[src/rtl/regfile_pkg.sv]
// Shared widths, write-request payload and grant encoding for the register-file write arbiter.
package regfile_pkg;

    localparam int unsigned REG_ADDR_W = 5;
    localparam int unsigned DATA_W     = 32;
    localparam int unsigned NUM_REGS   = 32;

    typedef struct packed {
        logic [REG_ADDR_W-1:0] reg_addr;
        logic [DATA_W-1:0]     data;
    } rf_wr_req_t;

    typedef enum logic [1:0] {
        GRANT_NONE,
        GRANT_PIPE,
        GRANT_AUX
    } grant_t;

    function automatic logic [NUM_REGS-1:0] reg_onehot(input logic [REG_ADDR_W-1:0] r);
        return NUM_REGS'(1) << r;
    endfunction

endpackage

[src/rtl/aux_write_fifo.sv]
// Small FIFO for aux-unit register writes; exposes per-entry valid bits and
// destination registers so the parent can build the pending-write mask.
module aux_write_fifo
    import regfile_pkg::*;
#(
    parameter int unsigned DEPTH = 2
) (
    input  logic                                  clk,
    input  logic                                  rst_n,
    input  logic                                  push_i,
    input  rf_wr_req_t                            push_req_i,
    input  logic                                  pop_i,
    output logic                                  full_c_o,
    output logic                                  empty_c_o,
    output rf_wr_req_t                            head_c_o,
    output logic [DEPTH-1:0]                      entry_vld_o,
    output logic [DEPTH-1:0][REG_ADDR_W-1:0]      entry_reg_o
);

    localparam int unsigned PTR_W = (DEPTH > 1) ? $clog2(DEPTH) : 1;
    localparam int unsigned CNT_W = $clog2(DEPTH + 1);

    logic [PTR_W-1:0] wr_ptr_q, wr_ptr_d;
    logic [PTR_W-1:0] rd_ptr_q, rd_ptr_d;
    logic [CNT_W-1:0] cnt_q, cnt_d;
    logic [DEPTH-1:0] vld_q, vld_d;
    rf_wr_req_t       mem_q [DEPTH];
    logic             push_ok;
    logic             pop_ok;

    assign full_c_o    = (cnt_q == CNT_W'(DEPTH));
    assign empty_c_o   = (cnt_q == '0);
    assign push_ok     = push_i && !full_c_o;
    assign pop_ok      = pop_i && !empty_c_o;
    assign head_c_o    = mem_q[rd_ptr_q];
    assign entry_vld_o = vld_q;

    always_comb begin
        for (int unsigned i = 0; i < DEPTH; i++) begin
            entry_reg_o[i] = mem_q[i].reg_addr;
        end
    end

    // Pointers wrap naturally because DEPTH is a power of two; cnt tells full from empty.
    always_comb begin
        wr_ptr_d = wr_ptr_q;
        rd_ptr_d = rd_ptr_q;
        cnt_d    = cnt_q;
        vld_d    = vld_q;
        if (pop_ok) begin
            vld_d[rd_ptr_q] = 1'b0;
            rd_ptr_d        = rd_ptr_q + PTR_W'(1);
        end
        if (push_ok) begin
            vld_d[wr_ptr_q] = 1'b1;
            wr_ptr_d        = wr_ptr_q + PTR_W'(1);
        end
        if (push_ok && !pop_ok) begin
            cnt_d = cnt_q + CNT_W'(1);
        end else if (!push_ok && pop_ok) begin
            cnt_d = cnt_q - CNT_W'(1);
        end
    end

    always_ff @(posedge clk or negedge rst_n) begin
        if (!rst_n) begin
            wr_ptr_q <= '0;
            rd_ptr_q <= '0;
            cnt_q    <= '0;
            vld_q    <= '0;
        end else begin
            wr_ptr_q <= wr_ptr_d;
            rd_ptr_q <= rd_ptr_d;
            cnt_q    <= cnt_d;
            vld_q    <= vld_d;
        end
    end

    // Payload storage needs no reset: entries are only observed through vld_q.
    always_ff @(posedge clk) begin
        if (push_ok) begin
            mem_q[wr_ptr_q] <= push_req_i;
        end
    end

endmodule

[src/rtl/regfile_write_arbiter.sv]
// Arbitrates the register file's single write port between the pipeline
// writeback stage and a buffered aux unit, with WAW ordering and anti-starvation.
module regfile_write_arbiter
    import regfile_pkg::*;
#(
    parameter int unsigned AUX_DEPTH = 2,
    parameter int unsigned MAX_WAIT  = 4
) (
    input  logic                   clk,
    input  logic                   rst_n,
    input  logic                   pipe_wr_en,
    input  logic [REG_ADDR_W-1:0]  pipe_wr_reg,
    input  logic [DATA_W-1:0]      pipe_wr_data,
    output logic                   pipe_stall,
    input  logic                   aux_valid,
    input  logic [REG_ADDR_W-1:0]  aux_reg,
    input  logic [DATA_W-1:0]      aux_data,
    output logic                   aux_ready,
    output logic                   rf_reg_write,
    output logic [REG_ADDR_W-1:0]  rf_write_reg,
    output logic [DATA_W-1:0]      rf_write_data,
    output logic [NUM_REGS-1:0]    pending_mask
);

    localparam int unsigned WAIT_W = $clog2(MAX_WAIT + 1);

    logic                                 fifo_full;
    logic                                 fifo_empty;
    rf_wr_req_t                           fifo_head;
    logic [AUX_DEPTH-1:0]                 fifo_vld;
    logic [AUX_DEPTH-1:0][REG_ADDR_W-1:0] fifo_regs;
    logic                                 aux_push;
    logic                                 pipe_live;
    grant_t                               grant_c;

    logic              rdy_q;
    logic [WAIT_W-1:0] wait_cnt_q, wait_cnt_d;
    logic              rf_we_q, rf_we_d;
    rf_wr_req_t        rf_req_q, rf_req_d;

    assign aux_ready = rdy_q && !fifo_full;
    assign aux_push  = aux_valid && aux_ready && (aux_reg != '0);
    assign pipe_live = pipe_wr_en && (pipe_wr_reg != '0);

    aux_write_fifo #(
        .DEPTH (AUX_DEPTH)
    ) u_fifo (
        .clk         (clk),
        .rst_n       (rst_n),
        .push_i      (aux_push),
        .push_req_i  ('{reg_addr: aux_reg, data: aux_data}),
        .pop_i       (grant_c == GRANT_AUX),
        .full_c_o    (fifo_full),
        .empty_c_o   (fifo_empty),
        .head_c_o    (fifo_head),
        .entry_vld_o (fifo_vld),
        .entry_reg_o (fifo_regs)
    );

    always_comb begin
        pending_mask = '0;
        for (int unsigned i = 0; i < AUX_DEPTH; i++) begin
            if (fifo_vld[i]) begin
                pending_mask = pending_mask | reg_onehot(fifo_regs[i]);
            end
        end
    end

    // Priority: starved aux head, WAW hazard drain, pipe, idle aux drain.
    always_comb begin
        grant_c    = GRANT_NONE;
        pipe_stall = 1'b0;
        if (!fifo_empty && (wait_cnt_q >= WAIT_W'(MAX_WAIT))) begin
            grant_c    = GRANT_AUX;
            pipe_stall = pipe_live;
        end else if (pipe_live && pending_mask[pipe_wr_reg]) begin
            grant_c    = GRANT_AUX;
            pipe_stall = 1'b1;
        end else if (pipe_live) begin
            grant_c = GRANT_PIPE;
        end else if (!fifo_empty) begin
            grant_c = GRANT_AUX;
        end
    end

    always_comb begin
        rf_we_d    = (grant_c != GRANT_NONE);
        rf_req_d   = rf_req_q;
        wait_cnt_d = '0;
        if (grant_c == GRANT_PIPE) begin
            rf_req_d = '{reg_addr: pipe_wr_reg, data: pipe_wr_data};
        end else if (grant_c == GRANT_AUX) begin
            rf_req_d = fifo_head;
        end
        if (!fifo_empty && (grant_c != GRANT_AUX)) begin
            wait_cnt_d = (wait_cnt_q >= WAIT_W'(MAX_WAIT)) ? wait_cnt_q : wait_cnt_q + WAIT_W'(1);
        end
    end

    always_ff @(posedge clk or negedge rst_n) begin
        if (!rst_n) begin
            rdy_q      <= 1'b0;
            wait_cnt_q <= '0;
            rf_we_q    <= 1'b0;
            rf_req_q   <= '0;
        end else begin
            rdy_q      <= 1'b1;
            wait_cnt_q <= wait_cnt_d;
            rf_we_q    <= rf_we_d;
            rf_req_q   <= rf_req_d;
        end
    end

    assign rf_reg_write  = rf_we_q;
    assign rf_write_reg  = rf_req_q.reg_addr;
    assign rf_write_data = rf_req_q.data;

endmodule

[config.mk]
export PLATFORM = sky130hd
export DESIGN_NAME = regfile_write_arbiter
export DESIGN_NICKNAME = d
export VERILOG_FILES = /design/src/rtl/regfile_pkg.sv /design/src/rtl/aux_write_fifo.sv /design/src/rtl/regfile_write_arbiter.sv
export SDC_FILE = /design/constraint.sdc
export NUM_CORES = 1
export LEC_CHECK = 0
export CORE_ASPECT_RATIO = 0.5
export CORE_MARGIN = 1
export CORE_UTILIZATION = 49
export DETAILED_ROUTE_END_ITERATION = 7
export PLACE_DENSITY = 0.85
export RECOVER_POWER = 25
export SYNTH_ARGS = -nofsm -noshare
export SYNTH_HDL_FRONTEND = slang
export SYNTH_SLANG_ARGS = --single-unit
[constraint.sdc]
create_clock -name clk -period 3.9 [get_ports clk]
set_clock_uncertainty 0.1 [all_clocks]
set_input_delay 1.17 -clock clk [delete_from_list [all_inputs] [get_ports clk]]
set_output_delay 1.17 -clock clk [all_outputs]
set_load 0.02 [all_outputs]
==> results.py, run 1 <==
metrics = {
    "detailed_routing": {
        "drt_iter0_markers": 327,
        "dr.pass1.iters": 5,
        "wl_mm": 17.0,
        "wire_per_inst_um": 19.8,
        "post_drt_via_cell_ratio": 5.81,
        "via_count": 5001,
        "drcViolationCount": 0,
        "ant_nets": 0,
    },
    "setup_path": {
        "path_buf_inv": 2,
        "critPathCaptureType": "primary output",
        "path_cells": "dlygate4sd2_1, nor3_2, a221oi_1, o211a_1, a22o_1, a21oi_2, buf_4",
        "cp-start-kind": "primary input",
        "crit_arrival_ns": 2.66,
        "cp_max_fo": 6,
        "worstRegToRegCells": 13,
        "cp_slowest_cell": "dlygate4sd2_1",
        "slowest_delay_ns": 0.43,
        "path_depth": 7,
        "cpLargestDelayFamily": "compound AO/OA/AOI/OAI gates",
        "critPathKind": "in2out",
        "required_ns": 2.63,
    },
    "clock_network": {
        "clk_latency_ns": 0.41,
        "cts_buffer_depth": 2,
        "cts_tree": "built",
        "htreeDepth": 4,
        "root_buffer": "clkbuf_16",
        "cts_made_buffers": 17,
        "clock-sinks": 122,
        "cts.reportedPaths.clkPinSlew_ns": 0.05,
    },
    "status": {
        "status": "finished, violations left",
        "violations": "setup timing",
    },
    "logic_synthesis": {
        "yosysWarnings": 0,
        "synth-edff-count": 74,
        "syn_area_um2": 5640,
        "synthArstFlopShare_pct": 39.3,
        "synth.net_count": 573,
        "ys_seq_area_share_pct": 60.7,
        "synth.distinct_cells": 45,
        "synth_seq_cells": 122,
        "ys_dominant_reg_cell": "edfxtp_1",
        "syn_area_per_cell_um2": 11.5,
        "syn_inst": 489,
    },
    "sta": {
        "tightest_slew_ns": 1.25,
        "fin_crit_sh_pct": 101,
        "timing.fmax_mhz": 254,
        "hold_viol": 0,
        "finalCriticalPeriod_ns": 3.93,
        "fin_ws_ns": -0.0317,
        "relSlewSlack_pct": 16.5,
        "rsz0062_at_grt": "true",
        "setup_violations": 1,
        "maxSlewViolCount": 0,
    },
    "die": {
        "coreArea_um2": 11100,
        "io_pins": 150,
        "num_rows": 27,
        "die_area_um2": 12000,
        "fp.dieH_um": 77.9,
        "die_w_um": 154,
        "initial_utilization_pct": 50.8,
    },
    "final_layout": {
        "largest_register_ffs": 74,
        "areaGrowthSynthToFinish_pct": 50.8,
        "drive_above_1_share_pct": 18.9,
        "final_common_cell": "clkdlybuf4s50_1",
        "nets": 786,
        "final_cell_mix": "clkdlybuf4s50_1 (106), edfxtp_1 (74), buf_4 (71)",
        "utilization_pct": 76.6,
    },
    "run": {
        "cap_violations": 0,
    },
    "min_path": {
        "hold_depth": 2,
        "hp-class": "reg2reg",
    },
    "power_and_ir_drop": {
        "p_leak_uw": 0.00337,
        "power_uw": 5630,
        "vdd_drop_max_v": 0.000518,
        "power_density_nw_per_um2": 662,
    },
    "placed_design": {
        "place_congestion": 0.957,
        "dpl.hpwl_mm": 11.0,
        "io_buffers": 149,
    },
    "global_routing": {
        "grt_pass1_wl_mm": 26.6,
        "grt_max_degree": 49,
        "grt_pass1_vias": 4925,
        "antenna_found_initial": 1,
        "grt.total_usage_pct": 29.6,
        "grt_remaining_overflow": 0,
    },
}
[per-stage QoR]
stage          std cells  hold WS, ns  instance area, um^2  setup TNS (ns)  worst slack, ns
2_1_floorplan        489        0.355                 5640               0           0.0165
3_3_place_gp         817        0.367                 7760          -13.38            -1.03
3_5_place_dp         817        0.372                 7760          -13.21           -0.999
4_1_cts              854        0.387                 8410               0          0.00640
5_1_grt              861        0.404                 8510         -0.0764          -0.0764
6_report             861        0.383                 8510         -0.0317          -0.0317
[final timing paths]
kind | from | endpoint | slack [ns]
min | rf_write_data[28] | rf_write_data[28] | 0.38
max in group asynchronous | rst_n | u_fifo.rd_ptr_q | 1.94
min in group asynchronous | rst_n | rf_write_data[7] | 0.92
max reg2reg | u_fifo.mem_q[1][35] | u_fifo.cnt_q[1] | 0.43
min reg2reg | rf_write_data[28] | rf_write_data[28] | 0.38
max | pipe_wr_reg[3] | pipe_stall | -0.03
[tightest hold or removal path: cells and delay by family (launching register included)]
family | cells | cell delay, ns
and+or+nand+nor | 1 | 0.05
AOI/OAI and AO/OA | 1 | 0.06
DFF | 1 | 0.34
[logic make-up (layout without fill, tap and decap cells)]
group	Yosys count	in the layout	synth area share, %
mux	38	38	6.74
xor+xnor	6	6	0.931
flops	122	122	60.7
simple gates	128	128	11.1
other cells	1	2	0.0665
fa+ha+maj	6	6	1.33
compound gates	146	146	16.3
buf+inv	42	268	2.95
[report_power, final]
part           switching, uW  total, uW  leakage (uW)  internal (uW)
Combinational           1110       2090       0.00184            977
Sequential               321       2050       0.00126           1730
Clock                    563       1490      0.000266            928
[metal layers]
layer  track usage [%]  up-vias  routed length (um)
li1                  -     2280                   -
met1              36.4     2437                6970
met2              49.9      235                8450
met3              6.48       49                1100
met4              15.0        0                 500
met5                 0        -                   0
[cells in the mapped netlist, types with 3 or more instances]
library cell  count  area [um^2]
nor3_1            8         40.0
mux2i_1          38          380
nand2_1          42          158
edfxtp_1         74         2220
o21ai_1           8         40.0
a32o_1            6         60.1
ha_1              6         75.1
o22ai_1          31          194
xor2_1            4         35.0
nand2b_1          6         37.5
clkbuf_1         20         75.1
buf_1             7         26.3
a21oi_1          39          195
nor2_1           47          176
buf_2             7         35.0
o21ai_0          33          165
inv_1             8         30.0
nand4b_1          6         52.6
dfrtp_1          48         1200
a22o_1            3         26.3
nand4bb_1         6         67.6
o221ai_1          7         61.3
[final cells by class]
type	instances	area, um^2
Tap cell	145	181
Timing Repair Buffer	228	2160
Sequential cell	122	3430
Antenna cell	1	2.50
Clock inverter	14	130
Inverter	8	32.5
Fill cell	657	2600
Multi-Input combinational cell	325	2150
Clock buffer	18	429
[what timing repair did]
item / 4_1_cts / 5_1_grt
pin swaps: 7 / 5
gates resized for setup: 38 / 13
buffers inserted: 6 / 6
hold buffers: 0 / 0
setup endpoints to repair: 6 / 2
No activity file was read; power rests on OpenSTA's default activity.
==> run 2: changes to the inputs <==
--- a/config.mk
+++ b/config.mk
@@ -14,3 +14,4 @@
 export SYNTH_ARGS = -nofsm -noshare
 export SYNTH_HDL_FRONTEND = slang
 export SYNTH_SLANG_ARGS = --single-unit
+export TNS_END_PERCENT = 10
==> results of run 2 <==
No change in the layout: final DEF, timing and power equal those of run 1.
